[src/rtl/igbt_pulse_sched_if.sv]
// rtl/igbt_pulse_sched_if.sv - config, control and gate-drive bundle of the IGBT pulse scheduler
interface igbt_pulse_sched_if #(
   parameter int CH_NUM = 5,
   parameter int CNT_W  = 24
);
   logic                cfg_we;
   logic [CNT_W-1:0]    cfg_on_time;
   logic [15:0]         cfg_dead_time;
   logic [CH_NUM-1:0]   cfg_ch_mask;
   logic [7:0]          cfg_burst;
   logic                start;
   logic                stop;
   logic                fault;
   logic                fault_clr;
   logic [CH_NUM-1:0]   IGBT;
   logic                busy;
   logic                done;
   logic                fault_latch;
   logic [2:0]          cur_ch;

   modport master (
      output cfg_we, cfg_on_time, cfg_dead_time, cfg_ch_mask, cfg_burst,
      output start, stop, fault, fault_clr,
      input  IGBT, busy, done, fault_latch, cur_ch
   );

   modport slave (
      input  cfg_we, cfg_on_time, cfg_dead_time, cfg_ch_mask, cfg_burst,
      input  start, stop, fault, fault_clr,
      output IGBT, busy, done, fault_latch, cur_ch
   );
endinterface

[src/rtl/igbt_pulse_sched.sv]
// rtl/igbt_pulse_sched.sv - round-robin IGBT pulse scheduler with dead time, burst count and fault latch
module igbt_pulse_sched #(
   parameter int CH_NUM = 5,
   parameter int CNT_W  = 24
) (
   input logic               sys_clk,
   input logic               sys_rst,
   igbt_pulse_sched_if.slave bus
);
   localparam logic [2:0] S_IDLE   = 3'd0;
   localparam logic [2:0] S_SELECT = 3'd1;
   localparam logic [2:0] S_ON     = 3'd2;
   localparam logic [2:0] S_DEAD   = 3'd3;
   localparam logic [2:0] S_FAULT  = 3'd4;

   logic [2:0]        state_q,     state_d;
   logic [CNT_W-1:0]  on_time_q,   on_time_d;
   logic [15:0]       dead_time_q, dead_time_d;
   logic [CH_NUM-1:0] mask_q,      mask_d;
   logic [7:0]        burst_q,     burst_d;
   logic [CNT_W-1:0]  on_cnt_q,    on_cnt_d;
   logic [15:0]       dead_cnt_q,  dead_cnt_d;
   logic [7:0]        rounds_q,    rounds_d;
   logic              stop_pend_q, stop_pend_d;
   logic              done_q,      done_d;
   logic [2:0]        cur_ch_q,    cur_ch_d;
   logic [CH_NUM-1:0] igbt_q,      igbt_d;

   logic       busy;
   logic       has_above;
   logic [2:0] nxt_above;
   logic [2:0] nxt_low;
   logic [2:0] nxt_ch;
   logic [2:0] hi_ch;

   assign busy = (state_q == S_SELECT) || (state_q == S_ON) || (state_q == S_DEAD);

   // Descending scans: the last hit wins, giving the lowest match.
   always_comb begin
      has_above = 1'b0;
      nxt_above = '0;
      nxt_low   = '0;
      hi_ch     = '0;
      for (int i = CH_NUM - 1; i >= 0; i--) begin
         if (mask_q[i]) begin
            nxt_low = 3'(i);
            if (3'(i) > cur_ch_q) begin
               nxt_above = 3'(i);
               has_above = 1'b1;
            end
         end
      end
      for (int i = 0; i < CH_NUM; i++) begin
         if (mask_q[i]) hi_ch = 3'(i);
      end
      nxt_ch = has_above ? nxt_above : nxt_low;
   end

   always_comb begin
      state_d     = state_q;
      on_time_d   = on_time_q;
      dead_time_d = dead_time_q;
      mask_d      = mask_q;
      burst_d     = burst_q;
      on_cnt_d    = on_cnt_q;
      dead_cnt_d  = dead_cnt_q;
      rounds_d    = rounds_q;
      stop_pend_d = stop_pend_q;
      done_d      = 1'b0;
      cur_ch_d    = cur_ch_q;
      igbt_d      = igbt_q;

      if (bus.cfg_we && !busy) begin
         on_time_d   = bus.cfg_on_time;
         dead_time_d = bus.cfg_dead_time;
         mask_d      = bus.cfg_ch_mask;
         burst_d     = bus.cfg_burst;
      end

      if (busy && bus.stop) stop_pend_d = 1'b1;

      case (state_q)
         S_IDLE: begin
            stop_pend_d = 1'b0;
            // A same-cycle config write or stop suppresses the start.
            if (bus.start && !bus.stop && !bus.cfg_we &&
                (mask_q != '0) && (on_time_q != '0)) begin
               state_d  = S_SELECT;
               rounds_d = '0;
               cur_ch_d = 3'(CH_NUM - 1);
            end
         end
         S_SELECT: begin
            cur_ch_d = nxt_ch;
            igbt_d   = CH_NUM'(1) << nxt_ch;
            on_cnt_d = CNT_W'(1);
            state_d  = S_ON;
         end
         S_ON: begin
            if (on_cnt_q >= on_time_q) begin
               igbt_d     = '0;
               dead_cnt_d = 16'd1;
               state_d    = S_DEAD;
            end else begin
               on_cnt_d = on_cnt_q + CNT_W'(1);
            end
         end
         S_DEAD: begin
            // A zero dead time still costs one cycle so pulses never abut.
            if (dead_cnt_q >= dead_time_q) begin
               if (cur_ch_q == hi_ch && rounds_q != 8'hFF) rounds_d = rounds_q + 8'd1;
               if (((burst_q != 8'd0) && (rounds_d == burst_q)) || stop_pend_q || bus.stop) begin
                  state_d     = S_IDLE;
                  done_d      = 1'b1;
                  stop_pend_d = 1'b0;
               end else begin
                  state_d = S_SELECT;
               end
            end else begin
               dead_cnt_d = dead_cnt_q + 16'd1;
            end
         end
         S_FAULT: begin
            igbt_d = '0;
            if (bus.fault_clr && !bus.fault) state_d = S_IDLE;
         end
         default: state_d = S_IDLE;
      endcase

      if (bus.fault) begin
         state_d     = S_FAULT;
         igbt_d      = '0;
         done_d      = 1'b0;
         stop_pend_d = 1'b0;
      end
   end

   always_ff @(posedge sys_clk) begin
      if (sys_rst) begin
         state_q     <= S_IDLE;
         on_time_q   <= '0;
         dead_time_q <= '0;
         mask_q      <= '0;
         burst_q     <= '0;
         on_cnt_q    <= '0;
         dead_cnt_q  <= '0;
         rounds_q    <= '0;
         stop_pend_q <= 1'b0;
         done_q      <= 1'b0;
         cur_ch_q    <= '0;
         igbt_q      <= '0;
      end else begin
         state_q     <= state_d;
         on_time_q   <= on_time_d;
         dead_time_q <= dead_time_d;
         mask_q      <= mask_d;
         burst_q     <= burst_d;
         on_cnt_q    <= on_cnt_d;
         dead_cnt_q  <= dead_cnt_d;
         rounds_q    <= rounds_d;
         stop_pend_q <= stop_pend_d;
         done_q      <= done_d;
         cur_ch_q    <= cur_ch_d;
         igbt_q      <= igbt_d;
      end
   end

   assign bus.IGBT        = igbt_q & ~{CH_NUM{bus.fault}};
   assign bus.busy        = busy;
   assign bus.done        = done_q;
   assign bus.fault_latch = (state_q == S_FAULT);
   assign bus.cur_ch      = cur_ch_q;
endmodule

[src/flat_wrapper.sv]
// flat-port wrapper written by rule: the top's interface ports become plain ports
module igbt_pulse_sched_flat 
#(
   parameter int CH_NUM = 5,
   parameter int CNT_W  = 24
)
  (sys_clk, sys_rst, bus_cfg_we, bus_cfg_on_time, bus_cfg_dead_time, bus_cfg_ch_mask, bus_cfg_burst, bus_start, bus_stop, bus_fault, bus_fault_clr, bus_IGBT, bus_busy, bus_done, bus_fault_latch, bus_cur_ch);
  igbt_pulse_sched_if #(.CH_NUM(CH_NUM), .CNT_W(CNT_W)) bus_i ();
  input logic sys_clk;
  input logic sys_rst;
  input wire logic [$bits(bus_i.cfg_we)-1:0] bus_cfg_we;
  input wire logic [$bits(bus_i.cfg_on_time)-1:0] bus_cfg_on_time;
  input wire logic [$bits(bus_i.cfg_dead_time)-1:0] bus_cfg_dead_time;
  input wire logic [$bits(bus_i.cfg_ch_mask)-1:0] bus_cfg_ch_mask;
  input wire logic [$bits(bus_i.cfg_burst)-1:0] bus_cfg_burst;
  input wire logic [$bits(bus_i.start)-1:0] bus_start;
  input wire logic [$bits(bus_i.stop)-1:0] bus_stop;
  input wire logic [$bits(bus_i.fault)-1:0] bus_fault;
  input wire logic [$bits(bus_i.fault_clr)-1:0] bus_fault_clr;
  output wire logic [$bits(bus_i.IGBT)-1:0] bus_IGBT;
  output wire logic [$bits(bus_i.busy)-1:0] bus_busy;
  output wire logic [$bits(bus_i.done)-1:0] bus_done;
  output wire logic [$bits(bus_i.fault_latch)-1:0] bus_fault_latch;
  output wire logic [$bits(bus_i.cur_ch)-1:0] bus_cur_ch;
  assign bus_i.cfg_we = bus_cfg_we;
  assign bus_i.cfg_on_time = bus_cfg_on_time;
  assign bus_i.cfg_dead_time = bus_cfg_dead_time;
  assign bus_i.cfg_ch_mask = bus_cfg_ch_mask;
  assign bus_i.cfg_burst = bus_cfg_burst;
  assign bus_i.start = bus_start;
  assign bus_i.stop = bus_stop;
  assign bus_i.fault = bus_fault;
  assign bus_i.fault_clr = bus_fault_clr;
  assign bus_IGBT = bus_i.IGBT;
  assign bus_busy = bus_i.busy;
  assign bus_done = bus_i.done;
  assign bus_fault_latch = bus_i.fault_latch;
  assign bus_cur_ch = bus_i.cur_ch;
  igbt_pulse_sched #(.CH_NUM(CH_NUM), .CNT_W(CNT_W)) u_core (.sys_clk(sys_clk), .sys_rst(sys_rst), .bus(bus_i));
endmodule
[config.mk]
export PLATFORM = sky130hd
export DESIGN_NAME = igbt_pulse_sched_flat
export DESIGN_NICKNAME = d
export VERILOG_FILES = /design/src/rtl/igbt_pulse_sched_if.sv /design/src/rtl/igbt_pulse_sched.sv /design/src/flat_wrapper.sv
export SDC_FILE = /design/constraint.sdc
export NUM_CORES = 1
export LEC_CHECK = 0
export CELL_PAD_IN_SITES_DETAIL_PLACEMENT = 1
export CELL_PAD_IN_SITES_GLOBAL_PLACEMENT = 1
export CORE_MARGIN = 1
export CORE_UTILIZATION = 38
export DETAILED_ROUTE_END_ITERATION = 7
export PLACE_DENSITY_LB_ADDON = 0.1
export SKIP_CTS_REPAIR_TIMING = 1
export SLEW_MARGIN = 20
export SYNTH_ARGS = -nofsm -noshare
export SYNTH_HDL_FRONTEND = slang
export SYNTH_SLANG_ARGS = --single-unit
[constraint.sdc]
create_clock -name sys_clk -period 3.1 [get_ports sys_clk]
set_clock_uncertainty 0.1 [all_clocks]
set_input_delay 0.465 -clock sys_clk [delete_from_list [all_inputs] [get_ports sys_clk]]
set_output_delay 0.465 -clock sys_clk [all_outputs]
set_load 0.01 [all_outputs]
==> results.tsv <==
stage	metric	value	unit
finish	antenna_cells	0	
pwr	p_leak	3.272	nW
pwr	irDropWorstVdd	0.0003738	V
outcome	status	complete, no violations	
critical_path	startpoint	u_core.on_time_q[22]	
logic_synthesis	yosys.area.top_type	dfxtp_1	
clocking	cts-root-buf	clkbuf_16	
placement	place_congestion	0.8743	
placement	dp_hpwl	16020	um
floorplanning	io_pins	71	
clocking	cts.sinks	114	
sta	slew_headroom	0.4844	
clocking	clkLatencyLatePin	0.42	ns
route	wl_per_cell	17.99	um
sta	tightestPinTransition	0.7715	ns
floorplanning	core_area	16760	um^2
min_path	worstHoldStart	sys_rst	
run	drv_cap	0	
min_path	hold_path_class	input pin to flop	
finish	fillers	2062	
logic_synthesis	synth-xor-area-share	0.01995	
logic_synthesis	ys_top_cells_by_count	nand2_1 (153), dfxtp_1 (114), a21oi_1 (108)	
logic_synthesis	synth_edf_count	0	
floorplanning	die_area	17860	um^2
sta	max_freq	0.3355	GHz
logic_synthesis	synth_nets	958	
sta	min_period	2.981	ns
logic_synthesis	synth_top_family_by_area	simple AND/OR/NAND/NOR gates	
global_route	overflow	0	
clocking	clockBufferDepth	2	
global_route	grt_max_degree	47	
finish	syn_to_final_growth	26.89	%
sta	finalMaxSlewViolations	0	
clocking	cts_tree	done	
pwr	powerDensity	461.0	nW/um^2
logic_synthesis	yosys_warnings	0	
critical_path	start_kind	flop	
logic_synthesis	synth.most_common_cell	nand2_1	
global_route	globalRouteTotalUtil	0.2463	
finish	finalNonFillerCells	1181	
logic_synthesis	synth_top_area_frac	0.3466	
floorplanning	die_w	133.6	um
critical_path	cp_max_fo	10	
placement	io_buffers	70	
route	vias	6577	
route	finalWirelength	21240	um
logic_synthesis	syn_area_per_cell	7.700	um^2
sta	tns	0	ns
route	drt-initial-drc-count	286	
clocking	path_clk_slew	0.05	ns
logic_synthesis	yosysUniqueCellTypes	66	
global_route	grt_pass1_vias	6851	
global_route	antenna_found_initial	0	
logic_synthesis	netlist_area	6584	um^2
placement	dp.cells	1149	
critical_path	cp_data_required_time	3.33	ns
critical_path	end_kind	flop	
logic_synthesis	ys.flop_type	dfxtp_1	
global_route	grt_pass1_wl	34470	um
route	drc	0	
logic_synthesis	synthMuxAreaShare	0.001520	
critical_path	worstPathArrival	3.21	ns
sta	period_share	0.9615	
logic_synthesis	synth_compound_area_frac	0.2364	
route	vias_per_cell	5.569	
logic_synthesis	synth_fa_ha_area_frac	0.08172	
sta	hold_viol_final	0	
sta	rsz0062_at_grt	no	
logic_synthesis	synth-seq-cells	114	
finish	fin_nets	1053	
logic_synthesis	ys_async_sr_fraction	0	
logic_synthesis	yosys-top-cells-area	dfxtp_1 (35%), nand2_1 (8.7%), a21oi_1 (8.2%)	
clocking	htree_levels	4	
floorplanning	start_util	0.3928	
route	antenna_left	0	
route	dr.pass1.iters	4	
logic_synthesis	yosysSeqAreaShare	0.3466	
finish	drive_above_1_share	0.09157	
critical_path	r2r_start	u_core.on_time_q[22]	
finish	final_util	0.4985	
sta	setup_viol	0	
logic_synthesis	synth_cells	855	
critical_path	crit_type	flop to flop	
clocking	cts_buffers	17	
floorplanning	die_h	133.6	um
logic_synthesis	synthSimpleGateAreaFrac	0.2609	
floorplanning	rows	47	
critical path, stage by stage (launching register included):
cell	delay [ns]
dfxtp_2	0.34
inv_1	0.04
ha_1	0.30
a21o_1	0.20
a211o_1	0.33
a2111oi_4	0.29
o221ai_2	0.16
o21ba_4	0.31
o21ai_4	0.13
or4_1	0.54
a21oi_1	0.16
logic make-up after synthesis:
family | after synthesis
buffers and inverters | 89
adders and majority gates | 43
muxes | 1
DFF | 114
and+or+nand+nor | 350
xor gates and xnor gates | 15
AOI/OAI and AO/OA | 243
flip-flops by register name, indices dropped and copies added, names as in the netlist:
register	flops
u_core.on_cnt_q	24
u_core.on_time_q	24
u_core.dead_cnt_q	16
u_core.dead_time_q	16
u_core.burst_q	8
u_core.rounds_q	8
u_core.igbt_q	5
u_core.mask_q	5
u_core.bus.cur_ch	3
u_core.state_q	3
u_core.bus.done	1
u_core.stop_pend_q	1
through the flow:
step | hold slack (ns) | setup slack [ns] | cell area [um^2] | power, W
6_report | 0.3359 | 0.1194 | 8354 | 0.003851
5_1_grt | 0.3491 | 0.006058 | 8354 | 0.004012
4_1_cts | 0.3277 | -0.05532 | 8305 | 0.003888
3_5_place_dp | 0.3491 | 0.04460 | 7757 | 0.002019
3_3_place_gp | 0.3439 | 0.1567 | 7757 | 0.002002
2_1_floorplan | 0.3289 | 0.2257 | 6584 | 0.001801
power breakdown:
part	switching [W]	internal (W)	leakage, nW
Clock	0.000685	0.00117	0.269
Sequential	0.0000397	0.00151	0.929
Combinational	0.000240	0.000203	2.07
Total	0.000965	0.00289	3.27
layout by cell type, fill, tap and decap left out, types with 5 or more instances in the layout:
cell type        count
nand2_1            153
dfxtp_1            113
a21oi_1            108
clkdlybuf4s50_1     69
inv_1               51
nor2_1              46
ha_1                43
buf_4               42
o21ai_0             31
nand3_1             25
clkbuf_16           17
a21o_1              15
nand4_1             15
a211oi_1            15
and3_1              15
nor4_1              14
or3_1               13
nor2b_1             11
xnor2_1             10
and4_1               9
nand3b_1             8
o211ai_1             8
or4_1                8
nand2b_1             7
o21a_1               7
nor3_1               7
o31ai_1              6
xor2_1               5
layout make-up:
class	instances	area [um^2]	area share
multi-input combinational	652	4005	0.4794
sequential	114	2283	0.2733
timing repair buffer	114	1051	0.1258
clock buffer	25	495.5	0.05931
tap	220	275.3	0.03295
inverter	51	191.4	0.02291
clock inverter	5	52.55	0.006290
path summary, 6_finish.rpt:
path                                                to  slack [ns]  depth (start not counted)
worst max-delay path               u_core.on_cnt_q[19]        0.12                         10
worst min-delay path              u_core.dead_cnt_q[0]        0.34                          4
worst max register to register     u_core.on_cnt_q[19]        0.12                         10
worst min register to register  u_core.dead_time_q[14]        0.35                          2
per-layer routing:
metal,track usage,wire (um)
met1,0.2788,9084
met2,0.4470,11010
met3,0.04795,562
met4,0.1061,582
met5,0,0
(Power assumes the default switching activity.)
